[src/rtl/matdet9_seq.sv]
// 9x9 determinant by first-row cofactor expansion, time-sharing one external
// 8x8 determinant unit over a req/ack handshake, one column per acknowledge.
module matdet9_seq #(
    parameter int unsigned DATA_WIDTH = 8
) (
    input  logic                       clk,
    input  logic                       rst_n,
    input  logic                       in_valid,
    output logic                       in_ready,
    input  logic [81*DATA_WIDTH-1:0]   a,
    output logic [64*DATA_WIDTH-1:0]   minor,
    output logic                       minor_req,
    input  logic                       minor_ack,
    input  logic [DATA_WIDTH-1:0]      minor_det,
    output logic [DATA_WIDTH-1:0]      det,
    output logic                       det_valid,
    input  logic                       det_ready
);

    localparam int unsigned N   = 9;
    localparam int unsigned MN  = 8;
    localparam int unsigned CW  = 4;

    typedef enum logic [1:0] {
        IDLE = 2'd0,
        RUN  = 2'd1,
        DONE = 2'd2
    } state_t;

    state_t                    state;
    logic [81*DATA_WIDTH-1:0]  mat;
    logic [DATA_WIDTH-1:0]     acc;
    logic [CW-1:0]             col;

    logic [DATA_WIDTH-1:0]     a0j;
    logic [DATA_WIDTH-1:0]     prod;
    logic [DATA_WIDTH-1:0]     acc_next;

    // Signed cofactor term for the current column; product wraps to DATA_WIDTH.
    always_comb begin
        a0j      = mat[int'(col)*DATA_WIDTH +: DATA_WIDTH];
        prod     = a0j * minor_det;
        acc_next = col[0] ? (acc - prod) : (acc + prod);
    end

    // Minor M(0,col): skip column col, first kept element lands in the top byte.
    always_comb begin
        minor = '0;
        for (int r = 1; r < int'(N); r++) begin
            for (int cc = 0; cc < int'(MN); cc++) begin
                minor[(63 - ((r - 1) * int'(MN) + cc))*DATA_WIDTH +: DATA_WIDTH] =
                    mat[(r * int'(N) + cc + ((cc >= int'(col)) ? 1 : 0))*DATA_WIDTH +: DATA_WIDTH];
            end
        end
    end

    always_ff @(posedge clk or negedge rst_n) begin
        if (!rst_n) begin
            state     <= IDLE;
            in_ready  <= 1'b1;
            minor_req <= 1'b0;
            det_valid <= 1'b0;
            det       <= '0;
            acc       <= '0;
            col       <= '0;
            mat       <= '0;
        end else begin
            case (state)
                IDLE: begin
                    if (in_valid && in_ready) begin
                        mat       <= a;
                        acc       <= '0;
                        col       <= '0;
                        in_ready  <= 1'b0;
                        minor_req <= 1'b1;
                        state     <= RUN;
                    end
                end
                RUN: begin
                    if (minor_ack) begin
                        acc <= acc_next;
                        if (col == CW'(N - 1)) begin
                            det       <= acc_next;
                            minor_req <= 1'b0;
                            det_valid <= 1'b1;
                            state     <= DONE;
                        end else begin
                            col <= col + 1'b1;
                        end
                    end
                end
                DONE: begin
                    if (det_ready) begin
                        det_valid <= 1'b0;
                        in_ready  <= 1'b1;
                        state     <= IDLE;
                    end
                end
                default: begin
                    state <= IDLE;
                end
            endcase
        end
    end

endmodule
[config.mk]
export PLATFORM = sky130hd
export DESIGN_NAME = matdet9_seq
export DESIGN_NICKNAME = d
export VERILOG_FILES = /design/src/rtl/matdet9_seq.sv
export SDC_FILE = /design/constraint.sdc
export NUM_CORES = 2
export LEC_CHECK = 0
export BUFFER_PORTS_ARGS = -buffer_cell sky130_fd_sc_hd__buf_2
export CAP_MARGIN = 20
export CORE_AREA = 2 2 464 466
export DETAILED_ROUTE_END_ITERATION = 16
export DIE_AREA = 0 0 466 468
export SLEW_MARGIN = 20
export SYNTH_ARGS = -nofsm -noshare
export SYNTH_HDL_FRONTEND = slang
export SYNTH_SLANG_ARGS = --single-unit
[constraint.sdc]
create_clock -name clk -period 7.5 [get_ports clk]
set_clock_uncertainty 0.2 [all_clocks]
set_input_delay 1.5 -clock clk [delete_from_list [all_inputs] [get_ports clk]]
set_output_delay 1.5 -clock clk [all_outputs]
set_load 0.03 [all_outputs]
Yosys cells after proc, flatten, opt, wreduce, memory -nomap -nowiden --
Cells that the tools add are included.
Cells by class: $add $sub $neg 67, multipliers 1, order comparisons 8, equality and inequality tests 8, shifts and indexed selects 65, multiplexer cells 32, reduce and logical (&&, ||, !) cells 13
Operator list (count):
- $shiftx 648x33->8 | 42
- $shiftx 648x12->8 | 15
- $shiftx 648x11->8 | 7
- $shiftx 648x8->8 | 1
- $add 6x29->29 const A | 21
- $add 5x29->29 const A | 14
- $add 4x29->29 const A | 7
- $add 7x1->8 const A | 15
- $add 6x1->7 const A | 7
- $mux 8 | 3
- $ge 3x4->1 const A | 4
- $mux 1 | 16
- $pmux 8 s2 | 1
- $reduce_and 4->1 | 4
- $mux 4 | 3
- $ne 2x2->1 const B | 5
- $reduce_and 3->1 | 3
- $add 8x8->8 | 1
- $ge 1x4->1 const A | 2
- $ge 2x4->1 const A | 2
- $mul 8x8->8 | 1
- $mux 2 | 4
- $pmux 4 s2 | 1
- $sub 8x8->8 | 1
- 10 further kinds | 14
Word-level totals: register bits 673, output and inout bits 523, word-level logic and storage cells 202

Logic depth before layout (Yosys ltp) --
word-level depth 6, mapped depth 26, depth with buffers taken out 23

Worst setup path before layout --
Ideal clock, no wire load.
path kind register to register, from reg col[0], to reg det[7], setup time 125 ps, data arrival time 5721 ps, data required time 7175 ps, slack 1454 ps, stages on the path, launching flop included 22, path buffers 4, clock period less this slack 6046 ps, cells stage by stage dfrtp_1 > buf_6 > buf_12 > buf_4 > buf_4 > mux4_2 > mux2i_1 > a21oi_1 > and2_1 > fa_1 > inv_1 > fa_1 > fa_1 > fa_1 > inv_1 > ha_1 > a21oi_1 > xnor2_1 > xnor3_1 > xnor3_1 > xnor3_1 > mux2_2
Between the ends: longest elaborated chain between the ends 4
RTL lines:
- start: declaration | line 33 | logic [CW-1:0] col;
- start signal: assignment | line 88 | col <= col + 1'b1;
- $shiftx 648x8->8 | line 41 | a0j = mat[int'(col)*DATA_WIDTH +: DATA_WIDTH];
- $mul 8x8->8 | line 42 | prod = a0j * minor_det;
- $add 8x8->8 or $sub 8x8->8 (tied branches) | line 43 | acc_next = col[0] ? (acc - prod) : (acc + prod);
- $mux 8 | line 43
- end signal: assignment | line 83 | det <= acc_next;
- end: declaration | line 15 | output logic [DATA_WIDTH-1:0] det,
Several ways; a longest one is shown, not always the timed one. A chain may end at the register's enable or synchronous reset.

Final worst setup path --
Ends and elaborated chain as after synthesis.

==> flow_metrics.py <==
metrics = {
    "outcome": {
        "run_status": "completed",
    },
    "yosys": {
        "largest_family_of_logic_cells_by_synthesized_area": "multiplexers",
        "synth.mux.area_fraction": 0.423,
        "synth_unique_cells": 45,
        "netlist_instances": 2267,
        "yosys.area_share.simple": 0.0132,
        "number_of_enable_flip_flop_cells_after_synthesis": 0,
        "synth_warn": 0,
        "flip_flop_and_latch_count_after_synthesis": 673,
        "synth_xor_area_frac": 0.00904,
        "synth-async-reset-ratio": 1.00,
        "post_synth_instance_area_sq_um": 33200,
        "ys_seq_area_frac": 0.507,
        "synth_flop_cell": "sky130_fd_sc_hd__dfrtp_1",
        "synth.avg_cell_area_sq_um": 14.6,
        "synth_compound_gate_area_share": 0.00863,
        "synthesis.nets": 2968,
        "share_of_synthesized_cell_area_in_full_adder_half_adder_and_majority_cells": 0.0180,
    },
    "routing": {
        "drt_pre_antenna_iters": 5,
        "dr.first_iter.drc_count": 1298,
        "drtAntennaViolNets": 0,
        "wl_on_met1_um": 67300,
        "drt-vias-per-instance": 3.91,
        "route.detailed.wl_per_inst_um": 29.5,
        "vias": 24900,
        "drt_wirelength_um": 188000,
        "dr.max_layer_used": "met5",
        "post-route-drc-count": 0,
        "detailroute.wirelength.met3_um": 14100,
        "routed-wl-met2_um": 98400,
    },
    "worst_setup_path": {
        "ff2ff_path_depth": 18,
        "worst-r2r-setup-slack_ns": 0.93,
        "critical-path-max-stage-delay_ns": 0.78,
        "path_cells": "buf_12 > mux4_2 > mux2i_1 > a21oi_1 > and2_1 > fa_1 > inv_1 > fa_1 > fa_1 > fa_1 > inv_1 > ha_1 > a21oi_1 > xnor2_1 > xnor3_1 > xnor3_1 > xnor3_1 > mux2_2",
        "timing.critical_path.from_type": "flip-flop",
        "number_of_buffer_and_inverter_instances_along_the_worst_setup_path": 3,
        "timing.critical_path.mode_cell": "sky130_fd_sc_hd__fa_1",
        "cp_slowest_cell": "sky130_fd_sc_hd__dfrtp_2",
        "critical_path.endpoint_type": "flip-flop",
        "kind_of_cell_adding_the_most_delay_to_the_critical_path": "adder cells",
        "critical_path_peak_fanout": 24,
        "critical_path_arrival_ns": 6.94,
        "path_depth": 18,
        "worst-setup-path-type": "flip-flop to flip-flop",
        "required_ns": 7.87,
    },
    "global_route": {
        "globalRoute.totalOverflow": 0,
        "first_global_vias": 26200,
        "grt_max_degree": 155,
        "number_of_antenna_violations_at_the_first_check_in_global_routing": 82,
        "grt_pass1_wl_um": 243000,
        "groute.usage.overall": 0.167,
    },
    "timing": {
        "timing.final.crit_share": 0.875,
        "fmaxAchievable_ghz": 0.152,
        "worst-slew-pin-transition_ns": 1.10,
        "rsz0062_at_grt": "no",
        "relSlewSlack": 0.266,
        "timing.setup.tns_ns": 0,
        "hold_violations": 0,
        "setup_violations": 0,
        "final_max_slew_viol_count": 0,
        "finalCriticalPeriod_ns": 6.57,
    },
    "clocking": {
        "postCtsHoldBufs": 0,
        "htree_levels": 3,
        "clkSinkCount": 673,
        "source_to_sink_clock_delay_at_the_later_pin_of_the_worst_skew_pair_ns": 0.71,
        "cts_tree": "built",
        "post_cts.resized_instances": 0,
        "cts_max_path_buffers": 3,
        "path_clk_slew_ns": 0.06,
        "root_buffer": "sky130_fd_sc_hd__clkbuf_16",
        "number_of_buffers_added_for_setup_after_cts": 0,
        "cts_bufs_inserted": 85,
    },
    "die": {
        "floorplan.core_area_sq_um": 213000,
        "chipWidth_um": 466,
        "die_outline_area_sq_um": 218000,
        "chipHeight_um": 468,
        "core.rowCount": 170,
        "boundaryPins": 1184,
        "effective_utilization_at_floorplan": 0.156,
    },
    "pwr": {
        "power_per_cell_area_nw_per_um2": 563,
        "ir_drop_mv": 0.331,
        "static-leakage-power_uw": 0.0223,
    },
    "job": {
        "timing.max_cap.violations": 0,
    },
    "finish": {
        "layout-area-overhead-vs-synth_pct": 37.2,
        "finish.net_count": 4132,
        "layout.core_utilization": 0.214,
        "layout-drive-gt1-share": 0.730,
    },
    "placement": {
        "final_weighted_congestion_in_routability_driven_placement": 0.934,
        "detailedPlacementHpwl_um": 155000,
        "port_buffers": 1183,
    },
    "min_path": {
        "hold_path.class": "flip-flop to flip-flop",
        "worst_hold_path.num_cells": 1,
    },
}
## layout by cell type (no fill, tap or decap), types with 10 or more instances in the layout
cell type and instances:
sky130_fd_sc_hd__a21oi_1 13, sky130_fd_sc_hd__and2_1 10, sky130_fd_sc_hd__buf_12 16, sky130_fd_sc_hd__buf_2 1182, sky130_fd_sc_hd__buf_4 17, sky130_fd_sc_hd__clkbuf_1 21
sky130_fd_sc_hd__clkbuf_16 85, sky130_fd_sc_hd__clkbuf_8 20, sky130_fd_sc_hd__dfrtp_1 670, sky130_fd_sc_hd__diode_2 37, sky130_fd_sc_hd__fa_1 13, sky130_fd_sc_hd__ha_1 27
sky130_fd_sc_hd__inv_1 37, sky130_fd_sc_hd__mux2_2 1168, sky130_fd_sc_hd__mux4_1 12, sky130_fd_sc_hd__mux4_2 22, sky130_fd_sc_hd__nand2_1 28, sky130_fd_sc_hd__nor2_1 27
sky130_fd_sc_hd__o21ai_0 11, sky130_fd_sc_hd__xnor2_1 14, sky130_fd_sc_hd__xor2_1 10
## worst register-to-register path, stage by stage, from the launching register on
cell and delay (ns):
sky130_fd_sc_hd__dfrtp_2 0.78, sky130_fd_sc_hd__buf_12 0.29, sky130_fd_sc_hd__mux4_2 0.55, sky130_fd_sc_hd__mux2i_1 0.16
sky130_fd_sc_hd__a21oi_1 0.23, sky130_fd_sc_hd__and2_1 0.32, sky130_fd_sc_hd__fa_1 0.43, sky130_fd_sc_hd__inv_1 0.09
sky130_fd_sc_hd__fa_1 0.40, sky130_fd_sc_hd__fa_1 0.47, sky130_fd_sc_hd__fa_1 0.55, sky130_fd_sc_hd__inv_1 0.04
sky130_fd_sc_hd__ha_1 0.32, sky130_fd_sc_hd__a21oi_1 0.17, sky130_fd_sc_hd__xnor2_1 0.14, sky130_fd_sc_hd__xnor3_1 0.41
sky130_fd_sc_hd__xnor3_1 0.21, sky130_fd_sc_hd__xnor3_1 0.40, sky130_fd_sc_hd__mux2_2 0.27
## path summary, 6_finish.rpt
check | from | to
worst max-delay path | col[0]$_DFFE_PN0P_ | det[7]$_DFFE_PN0P_
worst min-delay path | minor_req$_DFFE_PN0P_ | minor_req$_DFFE_PN0P_
worst max register to register | col[0]$_DFFE_PN0P_ | det[7]$_DFFE_PN0P_
worst min register to register | minor_req$_DFFE_PN0P_ | minor_req$_DFFE_PN0P_
max in group asynchronous | rst_n | mat[535]$_DFFE_PN0P_
min in group asynchronous | rst_n | mat[138]$_DFFE_PN0P_
## area by class of cell
| type | count | area [sq um] |
|---|---|---|
| fillers | 23100 | 168000 |
| flip-flops and latches | 673 | 16800 |
| multi-input cells | 1417 | 15700 |
| repair buffers | 1216 | 6380 |
| well taps | 2838 | 3550 |
| clock buffers | 126 | 2480 |
| clock inverters | 28 | 338 |
| inverters | 38 | 143 |
| diodes | 37 | 92.6 |
## synth_stat cells, types with 2 or more instances
library cell	instances	area, sq um
sky130_fd_sc_hd__mux2_2	1168	13200
sky130_fd_sc_hd__dfrtp_1	672	16800
sky130_fd_sc_hd__clkbuf_1	129	484
sky130_fd_sc_hd__inv_1	37	139
sky130_fd_sc_hd__nand2_1	28	105
sky130_fd_sc_hd__nor2_1	28	105
sky130_fd_sc_hd__ha_1	27	338
sky130_fd_sc_hd__mux4_2	22	495
sky130_fd_sc_hd__a21oi_1	16	80.1
sky130_fd_sc_hd__xnor2_1	14	123
sky130_fd_sc_hd__fa_1	13	260
sky130_fd_sc_hd__mux4_1	12	315
sky130_fd_sc_hd__o21ai_0	11	55.1
sky130_fd_sc_hd__and2_1	10	62.6
sky130_fd_sc_hd__xor2_1	10	87.6
sky130_fd_sc_hd__mux2i_1	8	80.1
sky130_fd_sc_hd__a22o_1	5	43.8
sky130_fd_sc_hd__nand3_1	5	25.0
sky130_fd_sc_hd__nor2b_1	5	31.3
sky130_fd_sc_hd__a21o_1	4	30.0
sky130_fd_sc_hd__nand2b_1	4	25.0
sky130_fd_sc_hd__xnor3_1	4	90.1
sky130_fd_sc_hd__a31oi_1	3	18.8
sky130_fd_sc_hd__buf_1	3	11.3
sky130_fd_sc_hd__buf_2	3	15.0
sky130_fd_sc_hd__nor3_1	3	15.0
sky130_fd_sc_hd__and3_1	2	12.5
sky130_fd_sc_hd__buf_4	2	15.0
sky130_fd_sc_hd__nand4_1	2	12.5
sky130_fd_sc_hd__or2_2	2	12.5
## metal layers
layer | GRT usage | vias up
li1 | - | 10700
met1 | 0.175 | 12800
met5 | 0.00220 | -
met2 | 0.304 | 1100
met4 | 0.0747 | 46
met3 | 0.0501 | 276
## report_power, final
group	total, uW	leakage (uW)	internal [uW]	switching, uW
combinational	14500	0.0121	5500	9030
clock	4220	0.00137	2420	1800
sequential	6890	0.00878	5080	1810
## sequential cells by signal (all words and copies together), names as in the netlist
signal,cells
minor_req,1
in_ready,1
det_valid,1
det,8
state,2
acc,8
mat,648
col,4
## metrics by stage
step           total power [uW]  setup slack, ns  cell area, sq um  std cells  hold WS, ns
6_report                  25600            0.934             45600       6373        0.273
5_1_grt                   27000            0.608             45500       6360        0.305
4_1_cts                   26200            0.879             45500       6336        0.276
3_5_place_dp              21800            0.898             42600       6182        0.263
3_3_place_gp              21700            0.896             42600       6182        0.257
2_1_floorplan             15600             1.45             33200       2267        0.250
## kinds of logic after synthesis
| kind of cell | after synthesis |
|---|---|
| XOR/XNOR | 28 |
| AND/OR/NAND/NOR | 93 |
| flip-flops | 673 |
| AO/OA/AOI/OAI | 46 |
| buffers and inverters | 177 |
| multiplexers | 1210 |
| adder cells (fa/ha/maj) | 40 |
Power figures use the tool's default switching activity.
